## config.mk

```make
export PLATFORM = sky130hd
export DESIGN_NAME = vga_sync_gen
export DESIGN_NICKNAME = d
export VERILOG_FILES = /design/src/rtl/vga_timing_pkg.sv /design/src/rtl/vga_pixel_tick.sv /design/src/rtl/vga_sync_gen.sv
export SDC_FILE = /design/constraint.sdc
export NUM_CORES = 1
export LEC_CHECK = 0
export BUFFER_PORTS_ARGS = -buffer_cell sky130_fd_sc_hd__buf_2
export CORE_AREA = 2 2 56 58
export DETAILED_ROUTE_END_ITERATION = 10
export DIE_AREA = 0 0 58 60
export GPL_TIMING_DRIVEN = 0
export PLACE_DENSITY_LB_ADDON = 0.1
export REMOVE_ABC_BUFFERS = 1
export SLEW_MARGIN = 25
export SYNTH_ARGS = -nofsm -noshare
export SYNTH_HDL_FRONTEND = slang
export SYNTH_SLANG_ARGS = --single-unit
```

## constraint.sdc

```tcl
create_clock -name clock -period 1.86 [get_ports clock]
set_input_delay 0.279 -clock clock [delete_from_list [all_inputs] [get_ports clock]]
set_output_delay 0.279 -clock clock [all_outputs]
set_load 0.02 [all_outputs]
```

## src/rtl/vga_timing_pkg.sv

```systemverilog
// VGA timing constants (640x480@60 defaults) shared by the sync generator and the
// renderers, plus a small inclusive-range helper used for screen-bound decodes.
package vga_timing_pkg;

   localparam int COORD_W = 10;

   localparam int DEF_H_ACTIVE = 640;
   localparam int DEF_H_FP     = 16;
   localparam int DEF_H_SYNC   = 96;
   localparam int DEF_H_BP     = 48;
   localparam int DEF_H_TOTAL  = DEF_H_ACTIVE + DEF_H_FP + DEF_H_SYNC + DEF_H_BP;

   localparam int DEF_V_ACTIVE = 480;
   localparam int DEF_V_FP     = 10;
   localparam int DEF_V_SYNC   = 2;
   localparam int DEF_V_BP     = 33;
   localparam int DEF_V_TOTAL  = DEF_V_ACTIVE + DEF_V_FP + DEF_V_SYNC + DEF_V_BP;

   localparam int DEF_H_SYNC_START = DEF_H_ACTIVE + DEF_H_FP;
   localparam int DEF_H_SYNC_END   = DEF_H_SYNC_START + DEF_H_SYNC - 1;
   localparam int DEF_V_SYNC_START = DEF_V_ACTIVE + DEF_V_FP;
   localparam int DEF_V_SYNC_END   = DEF_V_SYNC_START + DEF_V_SYNC - 1;

   localparam int   DEF_CLK_DIV  = 4;
   localparam logic DEF_SYNC_POL = 1'b0;

   function automatic logic in_span(input logic [COORD_W-1:0] v, input int lo, input int hi);
      return (int'(v) >= lo) && (int'(v) <= hi);
   endfunction

endpackage

```

## src/rtl/vga_pixel_tick.sv

```systemverilog
// Pixel-rate prescaler: one-clock pulse every CLK_DIV system clocks; the first pulse
// appears CLK_DIV clocks after reset is released.
module vga_pixel_tick #(
   parameter int CLK_DIV = 4
) (
   input  logic clk,
   input  logic srst,
   output logic pixel_tick
);

   localparam int CNT_W = (CLK_DIV > 1) ? $clog2(CLK_DIV) : 1;
   localparam logic [CNT_W-1:0] LAST = CNT_W'(CLK_DIV - 1);

   logic [CNT_W-1:0] count_reg;
   logic             tick_reg;
   logic             at_last;

   if (CLK_DIV < 1) begin : g_bad_div
      $error("vga_pixel_tick: CLK_DIV must be >= 1");
   end

   assign at_last = (count_reg == LAST);

   always_ff @(posedge clk) begin
      if (srst) begin
         count_reg <= '0;
         tick_reg  <= 1'b0;
      end else begin
         count_reg <= at_last ? '0 : count_reg + 1'b1;
         tick_reg  <= at_last;
      end
   end

   assign pixel_tick = tick_reg;

endmodule

```

## src/rtl/vga_sync_gen.sv

```systemverilog
// VGA timing source: pixel/line counters with registered sync and video-enable decode.
// Define VGA_SYNC_DELAY_EN to add one register stage on hsync/vsync/videoON only.
module vga_sync_gen import vga_timing_pkg::*; #(
   parameter int   H_ACTIVE = DEF_H_ACTIVE,
   parameter int   H_FP     = DEF_H_FP,
   parameter int   H_SYNC   = DEF_H_SYNC,
   parameter int   H_BP     = DEF_H_BP,
   parameter int   V_ACTIVE = DEF_V_ACTIVE,
   parameter int   V_FP     = DEF_V_FP,
   parameter int   V_SYNC   = DEF_V_SYNC,
   parameter int   V_BP     = DEF_V_BP,
   parameter int   CLK_DIV  = DEF_CLK_DIV,
   parameter logic SYNC_POL = DEF_SYNC_POL
) (
   input  logic               clock,
   input  logic               reset,
   output logic               pixelTick,
   output logic [COORD_W-1:0] pixelX,
   output logic [COORD_W-1:0] pixelY,
   output logic               videoON,
   output logic               hsync,
   output logic               vsync,
   output logic               frameStart
);

   localparam int H_TOTAL      = H_ACTIVE + H_FP + H_SYNC + H_BP;
   localparam int V_TOTAL      = V_ACTIVE + V_FP + V_SYNC + V_BP;
   localparam int H_SYNC_START = H_ACTIVE + H_FP;
   localparam int H_SYNC_END   = H_SYNC_START + H_SYNC - 1;
   localparam int V_SYNC_START = V_ACTIVE + V_FP;
   localparam int V_SYNC_END   = V_SYNC_START + V_SYNC - 1;

   // Bit order {hsync, vsync, videoON}; idle is deasserted sync and blanked video.
   localparam logic [2:0] SYNC_IDLE = {~SYNC_POL, ~SYNC_POL, 1'b0};

   if (H_TOTAL > (1 << COORD_W) || V_TOTAL > (1 << COORD_W)) begin : g_bad_total
      $error("vga_sync_gen: H_TOTAL and V_TOTAL must not exceed 1024");
   end

   logic               tick;
   logic [COORD_W-1:0] x_reg, x_next;
   logic [COORD_W-1:0] y_reg, y_next;
   logic               line_end, frame_end;
   logic [2:0]         sync_reg, sync_next;
   logic               frame_reg;

   vga_pixel_tick #(.CLK_DIV(CLK_DIV)) u_pixel_tick (
      .clk        (clock),
      .srst       (reset),
      .pixel_tick (tick)
   );

   always_comb begin
      x_next    = x_reg;
      y_next    = y_reg;
      line_end  = (x_reg == COORD_W'(H_TOTAL - 1));
      frame_end = line_end && (y_reg == COORD_W'(V_TOTAL - 1));
      if (tick) begin
         if (line_end) begin
            x_next = '0;
            y_next = frame_end ? '0 : y_reg + 1'b1;
         end else begin
            x_next = x_reg + 1'b1;
         end
      end
   end

   // Decoding the next-state counters lets the registered outputs line up with pixelX/pixelY.
   always_comb begin
      sync_next    = SYNC_IDLE;
      sync_next[2] = in_span(x_next, H_SYNC_START, H_SYNC_END) ? SYNC_POL : ~SYNC_POL;
      sync_next[1] = in_span(y_next, V_SYNC_START, V_SYNC_END) ? SYNC_POL : ~SYNC_POL;
      sync_next[0] = in_span(x_next, 0, H_ACTIVE - 1) && in_span(y_next, 0, V_ACTIVE - 1);
   end

   always_ff @(posedge clock) begin
      if (reset) begin
         x_reg     <= '0;
         y_reg     <= '0;
         sync_reg  <= SYNC_IDLE;
         frame_reg <= 1'b0;
      end else begin
         x_reg     <= x_next;
         y_reg     <= y_next;
         sync_reg  <= sync_next;
         frame_reg <= tick && frame_end;
      end
   end

`ifdef VGA_SYNC_DELAY_EN
   logic [2:0] sync_dly_reg;

   always_ff @(posedge clock) begin
      if (reset) begin
         sync_dly_reg <= SYNC_IDLE;
      end else begin
         sync_dly_reg <= sync_reg;
      end
   end

   assign hsync   = sync_dly_reg[2];
   assign vsync   = sync_dly_reg[1];
   assign videoON = sync_dly_reg[0];
`else
   assign hsync   = sync_reg[2];
   assign vsync   = sync_reg[1];
   assign videoON = sync_reg[0];
`endif

   assign pixelTick  = tick;
   assign pixelX     = x_reg;
   assign pixelY     = y_reg;
   assign frameStart = frame_reg;

endmodule

```

After elaboration in Yosys (flattened, before gate mapping)
Index checks and enable logic that the tools add are counted.
{"block": "word_totals", "register_bits": 27, "out_inout_bits": 25, "wordCells": 31}
{"block": "op_classes", "add_sub_neg": 3, "magnitude_cmp": 6, "eq_ne": 3, "muxes": 7, "reduce_logical": 6}
{"op": "$mux W10", "count": 5}
{"op": "$add A10 B1 Y10 const B", "count": 2}
{"op": "$eq A10 B10 Y1 const B", "count": 2}
{"op": "$le A10 B10 Y1 const B", "count": 2}
{"op": "$le A10 B9 Y1 const B", "count": 2}
{"op": "$ge A10 B10 Y1 const B", "count": 1}
{"op": "$ge A10 B9 Y1 const B", "count": 1}
{"op": "$logic_and A1 B1 Y1", "count": 5}
{"op": "$add A2 B1 Y2 const B", "count": 1}
{"op": "$eq A2 B2 Y1 const B", "count": 1}
{"op": "$mux W1", "count": 2}
{"op": "$reduce_or A2 Y1", "count": 1}

Longest topological paths before layout
Gate-level depths: netlist of run 1.
{"block": "logic_depth", "word_depth": 8, "mapped_depth": 8}

Hierarchy
A second synthesis of run 1 with hierarchy kept.
{"block": "hier_totals", "hier_cells": 158, "hier_area_um2": 1508.9}
{"mod": "vga_sync_gen", "n_inst": 1, "cells_per_inst": 151, "area_per_inst_um2": 1405.1, "seq_area_each_um2": 480.5}
{"mod": "vga_pixel_tick", "n_inst": 1, "cells_per_inst": 7, "area_per_inst_um2": 103.8, "seq_area_each_um2": 60.1}

Worst setup path after synthesis of run 1
OpenSTA, ideal clock, no wires.
{"block": "synth_path", "path_type": "flip-flop to flip-flop", "from": "register y_reg[0], in the netlist pixelY[0]", "to": "register sync_reg[1]", "arrival_time_ps": 1886, "required_time_ps": 1723, "slack_ps": -163, "stages_incl_launch_ff": 8, "path_buffers": 0, "path_cell_list": "dfxtp_1 -> inv_1 -> ha_1 -> nand4_2 -> or4b_4 -> a2111o_1 -> a21oi_1 -> nand4b_1"}
{"block": "synth_via", "elab_chain_cells": 8, "elab_cells_between_ends": 10, "cone_classes": "add/sub: 1; order compare: 2; eq/ne: 1; mux: 4; reduce/logical: 2"}
{"item": "start, declared", "line": "vga_sync_gen.sv:42", "text": "logic [COORD_W-1:0] y_reg, y_next;"}
{"item": "start signal, assigned", "line": "vga_sync_gen.sv:84", "text": "y_reg <= y_next;"}
{"item": "parallel branches: the longest is 4 deep, another holds $add A10 B1 Y10"}
{"item": "$mux W10 *", "line": "vga_sync_gen.sv:58", "text": "if (tick) begin"}
{"item": "$ge A10 B9 Y1 or $le A10 B9 Y1 (tied branches)", "line": "vga_timing_pkg.sv:28", "text": "return (int'(v) >= lo) && (int'(v) <= hi);"}
{"item": "$logic_and A1 B1 Y1 *", "line": "vga_timing_pkg.sv:28"}
{"item": "$mux W1 *", "line": "vga_sync_gen.sv:72", "text": "sync_next[1] = in_span(y_next, V_SYNC_START, V_SYNC_END) ? SYNC_POL : ~SYNC_POL;"}
{"item": "end signal, assigned", "line": "vga_sync_gen.sv:85", "text": "sync_reg <= sync_next;"}
{"item": "end, declared", "line": "vga_sync_gen.sv:44", "text": "logic [2:0] sync_reg, sync_next;"}
Mark *: on every way between the ends.
A chain may end at the register's enable or synchronous reset.

Worst setup path after layout of run 1
{"block": "layout_path", "from": "register y_reg[1], in the netlist pixelY[1]", "to": "register sync_reg[1]"}
The elaborated chain is that of the path after synthesis.

==> results of run 1 <==
==> final cells by class <==
| class | count | share of cell area |
|---|---|---|
| Clock buffer | 3 | 0.0132 |
| Clock inverter | 1 | 0.00293 |
| Inverter | 5 | 0.0125 |
| Multi-Input combinational cell | 119 | 0.504 |
| Sequential cell | 27 | 0.327 |
| Tap cell | 33 | 0.0242 |
| Timing Repair Buffer | 35 | 0.116 |
==> critical path, delay by kind of cell (launching register included) <==
family	cells	cell delay (ps)
compound gates	2	520
fa+ha+maj	1	130
buf+inv	1	50
flops	1	380
simple gates	3	750
==> timing repair <==
action                     in CTS  in global routing
setup buffers                   8                  1
pin swaps                       6                  4
setup endpoints to repair      14                  6
cloned                          0                  0
resized for setup              22                 15
==> worst paths after layout <==
check                       startpoint                        end  slack [ps]
min reg2reg  u_pixel_tick.count_reg[0]  u_pixel_tick.count_reg[0]         450
max reg2reg                  pixelY[1]                sync_reg[1]         -80
max                          pixelY[1]                sync_reg[1]         -80
min                              reset                  pixelY[0]         370
==> kinds of logic (layout without fill, tap and decap cells) <==
kind of cell             Yosys count  count (layout)  share of synthesized area
AND/OR/NAND/NOR                   81              81                      0.332
flip-flops                        27              27                      0.402
AO/OA/AOI/OAI                     22              22                      0.103
buffers and inverters             14              44                     0.0456
XOR/XNOR                          11              11                     0.0717
adder cells (fa/ha/maj)            4               4                     0.0372
multiplexers                       1               1                    0.00745
==> Yosys cell counts <==
library cell  instances
a2111o_1              1
a211oi_1              1
a21oi_1              10
a31o_2                1
a31oi_1               2
a41oi_1               1
and2_1                1
and3_1                1
and4_1                3
and4b_1               1
buf_2                 4
buf_4                 1
clkbuf_1              4
dfxtp_1              27
ha_1                  4
inv_1                 5
mux2i_1               1
nand2_1              14
nand2b_1              4
nand3_1               9
nand3_2               1
nand4_1               6
nand4_2               1
nand4b_1              1
nor2_1               15
nor2_2                1
nor2b_1               4
nor3_1               12
nor3b_1               2
nor4_1                2
nor4b_1               2
o21ai_0               3
o22ai_1               1
o31ai_1               1
o41a_1                1
or4b_4                1
xnor2_1               6
xor2_1                5
==> cell usage in the layout, fill, tap and decap left out, types with 3 or more instances in the layout <==
master	count
nand3_1	9
buf_4	9
nand2b_1	4
xor2_1	5
dfxtp_4	3
dfxtp_2	5
nand4_1	6
buf_2	26
nor3_1	9
dfxtp_1	19
inv_1	3
nand2_1	14
a21oi_1	9
clkbuf_4	3
nor2_1	14
xnor2_1	5
o21ai_0	3
nor2b_1	4
==> metal layers <==
metal / wire length, um / part of all wire
met2: 1470 / 0.49
met1: 1350 / 0.45
met4: 39 / 0.013
met3: 143 / 0.048
met5: 0 / 0
==> power by group through the flow <==
stage	clock network [mW]	registers, mW	logic, mW
2_1_floorplan	0	0.607	0.0108
3_3_place_gp	0	0.604	0.0268
3_5_place_dp	0	0.605	0.0280
4_1_cts	0.266	0.589	0.0300
5_1_grt	0.289	0.590	0.0341
6_report	0.254	0.588	0.0299
==> per-stage QoR <==
stage | cells | hold slack [ps] | area (sq um)
3_3_place_gp | 210 | 415 | 1470
4_1_cts | 222 | 365 | 1630
6_report | 223 | 372 | 1710
3_5_place_dp | 210 | 431 | 1470
5_1_grt | 223 | 376 | 1710
2_1_floorplan | 151 | 348 | 1300
==> summary.md, run 1 <==
| Metric | Value |
|---|---|
| Status | `finished with violations` |
| Failing checks | `setup timing` |
| H-tree depth | `1` |
| CP max FO | `2` |
| NetSw | `197 uW` |
| Sequential area share after synthesis | `0.402` |
| Maxcap violations | `0` |
| R2R depth | `7` |
| Initial antenna violation count | `0` |
| Cell Area, Synth | `1340 sq um` |
| First-pass GRT wire length | `4990 um` |
| Crit-path slowest cell | `or4b_4` |
| Slew Viols, Final | `0` |
| Post-layout util | `0.588` |
| Logic gate share of total power | `0.034` |
| Syn Inst Count | `160` |
| Fin worst setup slack | `-76.9 ps` |
| Layout overhead on the synthesized area | `26.9%` |
| Fill cells | `283` |
| Clock Sinks | `27` |
| Synth Register Bits | `27` |
| Layout cells sized above 1 | `0.358` |
| Number of global-route vias before repair | `1134` |
| Final Critical Period | `1940 ps` |
| DR vias | `1279` |
| Nets@finish | `197` |
| Crit Path Category | `reg -> reg` |
| Hold Path Stages | `2` |
| Slowest stage delay, CP | `540 ps` |
| Worst-path clk slew | `150 ps` |
| Fin Clk Skew | `6.15 ps` |
| Clk buf depth | `2` |
| Slew Limit Headroom | `0.684` |
| Detail Route Antenna Nets | `0` |
| GRT Util Overall | `0.185` |
| CTS tree | `yes` |
| WP data required | `2080 ps` |
| Site Rows | `20` |
| RSZ-0062 raised after global routing | `true` |
| Clock root cell | `clkbuf_4` |
| Worst path cell trace | `inv_4 -> ha_4 -> nand4_4 -> or4b_4 -> a2111o_1 -> a21oi_2 -> nand4b_1` |
| Place WS | `-853 ps` |
| Area occupied by multi-input gates | `860 sq um` |
| Post-synth top area cell | `dfxtp_1` |
| Synthesized area per cell | `8.40 sq um` |
| Hold violation count in the final report | `0` |
| Sw frac | `0.225` |
| Global route hottest layer | `met2` |
| WP data arrival | `2150 ps` |
| Final worst path period share | `1.04` |
| Leak | `0.678 nW` |
| Die Width | `58 um` |
| Routed WL | `3000 um` |
| Pwr Total | `872 uW` |
| Distinct cells, synth | `38` |
| Total gr overflow | `0` |
| Core area | `2900 sq um` |
| Met3 Use GR | `0.0303` |
| Clk pwr share | `0.291` |
| Peak supply drop | `0.313 mV` |
| Power per cell area | `511 nW/um^2` |
| Register area | `558 sq um` |
| GRT met2 Usage | `0.310` |
| Avg WL per Cell | `13.5 um` |
| Routing usage on met1 | `0.235` |
| Worst Max-Slew Pin Slew | `472 ps` |
| Initial drt markers | `51` |
| Drt pass-1 iters | `4` |
| Yosys top cell area share | `0.402` |
| Largest net degree at the start of global routing | `26` |
| Drt drc | `0` |
| Worst Hold Class | `in -> reg` |
| Clock insertion delay at the later pin of the skew report | `320 ps` |
| Number of setup violations in the final report | `1` |
| Internal Power | `676 uW` |
| CTS Buf Count | `3` |
| Post-CTS Hold Fix Bufs | `0` |
| Dominant cells by area after synthesis | `dfxtp_1 40%, nor3_1 4.5%, nor2_1 4.2%` |
| Die area | `3480 sq um` |
| Ports | `27` |
| Synth warn | `0` |
| Setup_tns | `-76.9 ps` |
| Height of the die | `60 um` |
| Vias per inst | `5.74` |
| Initial Util | `0.463` |
| Reg power frac | `0.675` |
| Crit path launch type | `register` |
| Final HPWL DP | `2030 um` |
| Ant diodes | `0` |
| F_max | `516 MHz` |
| Placer Congestion | `0.835` |
| Port buffer count | `26` |
| Crit. End Element | `register` |
No activity file was read; power rests on OpenSTA's default activity.
==> run 2, diff against run 1 <==
--- a/config.mk
+++ b/config.mk
@@ -12,7 +12,8 @@
 export GPL_TIMING_DRIVEN = 0
 export PLACE_DENSITY_LB_ADDON = 0.1
 export REMOVE_ABC_BUFFERS = 1
-export SLEW_MARGIN = 25
+export SKIP_CTS_REPAIR_TIMING = 1
+export SLEW_MARGIN = 20
 export SYNTH_ARGS = -nofsm -noshare
 export SYNTH_HDL_FRONTEND = slang
 export SYNTH_SLANG_ARGS = --single-unit
==> constraint.sdc (replaced) <==
create_clock -name clock -period 2.25 [get_ports clock]
set_input_delay 0.3375 -clock clock [delete_from_list [all_inputs] [get_ports clock]]
set_output_delay 0.3375 -clock clock [all_outputs]
set_load 0.02 [all_outputs]
==> run 2 against run 1 <==
The flow now finishes without violations. Die area unchanged. Hold slack better by 56 ps. Sequential share of layout area up 2.4 points. Routed wire length down 6.7%. Cell area down 9.2%. Core utilization down 5.4 points. Register-to-register slack better by 230 ps. Clock skew down 1.2 ps. Sequential power down 17%. Maximum frequency down 7.5%. Global-route usage down 1.1 points. Largest cell class unchanged.
==> summary.md, run 2 (synthesized netlist as in run 1, its figures left out) <==
| Metric | Value |
|---|---|
| Most common cell after layout, fill and taps aside | `buf_2` |
| F_max | `478 MHz` |
| Vias per inst | `5.57` |
| Place WS | `-463 ps` |
| H-tree depth | `1` |
| Power per cell area | `468 nW/um^2` |
| Placer Congestion | `0.835` |
| Crit Path Category | `reg -> reg` |
| Nets@finish | `188` |
| Clock root cell | `clkbuf_4` |
| Worst path bufs/invs | `1` |
| Slew Limit Headroom | `0.674` |
| Fin Clk Skew | `4.97 ps` |
| Worst Hold Class | `in -> reg` |
| R2R setup slack | `160 ps` |
| Crit-path slowest cell | `or4b_4` |
| Crit. End Element | `register` |
| Number of global-route vias before repair | `1075` |
| Status | `finished, final reports clean` |
| Height of the die | `60 um` |
| Fill cells | `306` |
| Most frequent cells in the layout | `26 x buf_2, 24 x dfxtp_1, 15 x nor2_1` |
| Die Width | `58 um` |
| Ports | `27` |
| Peak supply drop | `0.259 mV` |
| Avg WL per Cell | `13.1 um` |
| Detail Route Antenna Nets | `0` |
| Final worst path period share | `0.930` |
| DR vias | `1193` |
| CTS Buf Count | `3` |
| Initial drt markers | `45` |
| Worst hold start | `reset` |
| Fin cells | `214` |
| Critical path's top delay family | `simple AND/OR/NAND/NOR gates` |
| Largest net degree at the start of global routing | `26` |
| Worst Max-Slew Pin Slew | `488 ps` |
| Initial Util | `0.463` |
| Reg2reg end | `sync_reg[1]` |
| Placed instance count | `210` |
| CP max FO | `6` |
| WP data arrival | `2310 ps` |
| Crit path launch type | `register` |
| Site Rows | `20` |
| R2r startpoint | `pixelY[1]` |
| Ant diodes | `0` |
| Drt pass-1 iters | `5` |
| Port buffer count | `26` |
| Maxcap violations | `0` |
| CTS tree | `yes` |
| WP data required | `2460 ps` |
| Drt drc | `0` |
| Core area | `2900 sq um` |
| CP Depth | `7` |
| Pwr Total | `724 uW` |
| Die area | `3480 sq um` |
| Initial antenna violation count | `0` |
| Crit path from | `pixelY[1]` |
| Clock Sinks | `27` |
| Slew Viols, Final | `0` |
| R2R depth | `7` |
| Slowest stage delay, CP | `540 ps` |
| Worst path cell trace | `inv_1 -> ha_1 -> nand4_2 -> or4b_4 -> a2111o_1 -> a21oi_1 -> nand4b_1` |
| Hold violation count in the final report | `0` |
| Total gr overflow | `0` |
| Clk buf depth | `2` |
| Clock insertion delay at the later pin of the skew report | `320 ps` |
| Leak | `0.586 nW` |
| Routed WL | `2800 um` |
| Fin worst setup slack | `157 ps` |
| GRT Util Overall | `0.174` |
| First-pass GRT wire length | `4660 um` |
| Layout cells sized above 1 | `0.243` |
| Final HPWL DP | `2030 um` |
| Worst-path clk slew | `150 ps` |
| Final Critical Period | `2090 ps` |
| Number of setup violations in the final report | `0` |
| Layout overhead on the synthesized area | `15.2%` |
| Setup_tns | `0 ps` |
| Critical Path End | `sync_reg[1]` |
[run 2: stage by stage]
step                      utilization  hold WS (ps)  instance area (sq um)
final                           0.533           428                   1550
after global routing            0.533           426                   1550
after CTS                       0.517           423                   1500
after detailed placement        0.507           431                   1470
after global placement          0.507           415                   1470
after floorplan                     -           403                   1300
[run 2: how the worst min path moves through the flow]
stage / slack [ps] / cells after the start / to
final: 430 / 2 / pixelY[8]
after global routing: 430 / 2 / pixelX[2]
after CTS: 420 / 2 / pixelY[3]
after detailed placement: 430 / 1 / u_pixel_tick.count_reg[0]
after global placement: 420 / 1 / u_pixel_tick.count_reg[0]
after floorplan: 400 / 1 / u_pixel_tick.count_reg[0]
[run 2: cell type report]
| type | instances | area (sq um) | share of cell area |
|---|---|---|---|
| Tap cell | 33 | 41.3 | 0.0267 |
| Clock buffer | 3 | 22.5 | 0.0146 |
| Timing Repair Buffer | 26 | 130 | 0.0841 |
| Sequential cell | 27 | 544 | 0.352 |
| Inverter | 5 | 18.8 | 0.0121 |
| Clock inverter | 1 | 5.00 | 0.00323 |
| Multi-Input combinational cell | 119 | 786 | 0.508 |
[run 2: power breakdown]
part	internal, mW	switching, mW	total [mW]	leakage [nW]
sequential	0.485	0.00442	0.490	0.220
clock	0.0667	0.145	0.211	0.0177
combinational	0.00892	0.0140	0.0229	0.348
[run 2: layer usage]
layer  wire length, um  vias to the layer above  global-route usage
met4                38                        0              0.0764
met1              1340                      552               0.219
met5                 0                        -                   0
met2              1310                       27               0.295
li1                  -                      610                   -
met3               107                        4              0.0281
[run 2: worst register-to-register path, cell delays in order, from the launching register on]
cell	delay (ps)
dfxtp_1	390
inv_1	70
ha_1	160
nand4_2	120
or4b_4	540
a2111o_1	420
a21oi_1	170
nand4b_1	120
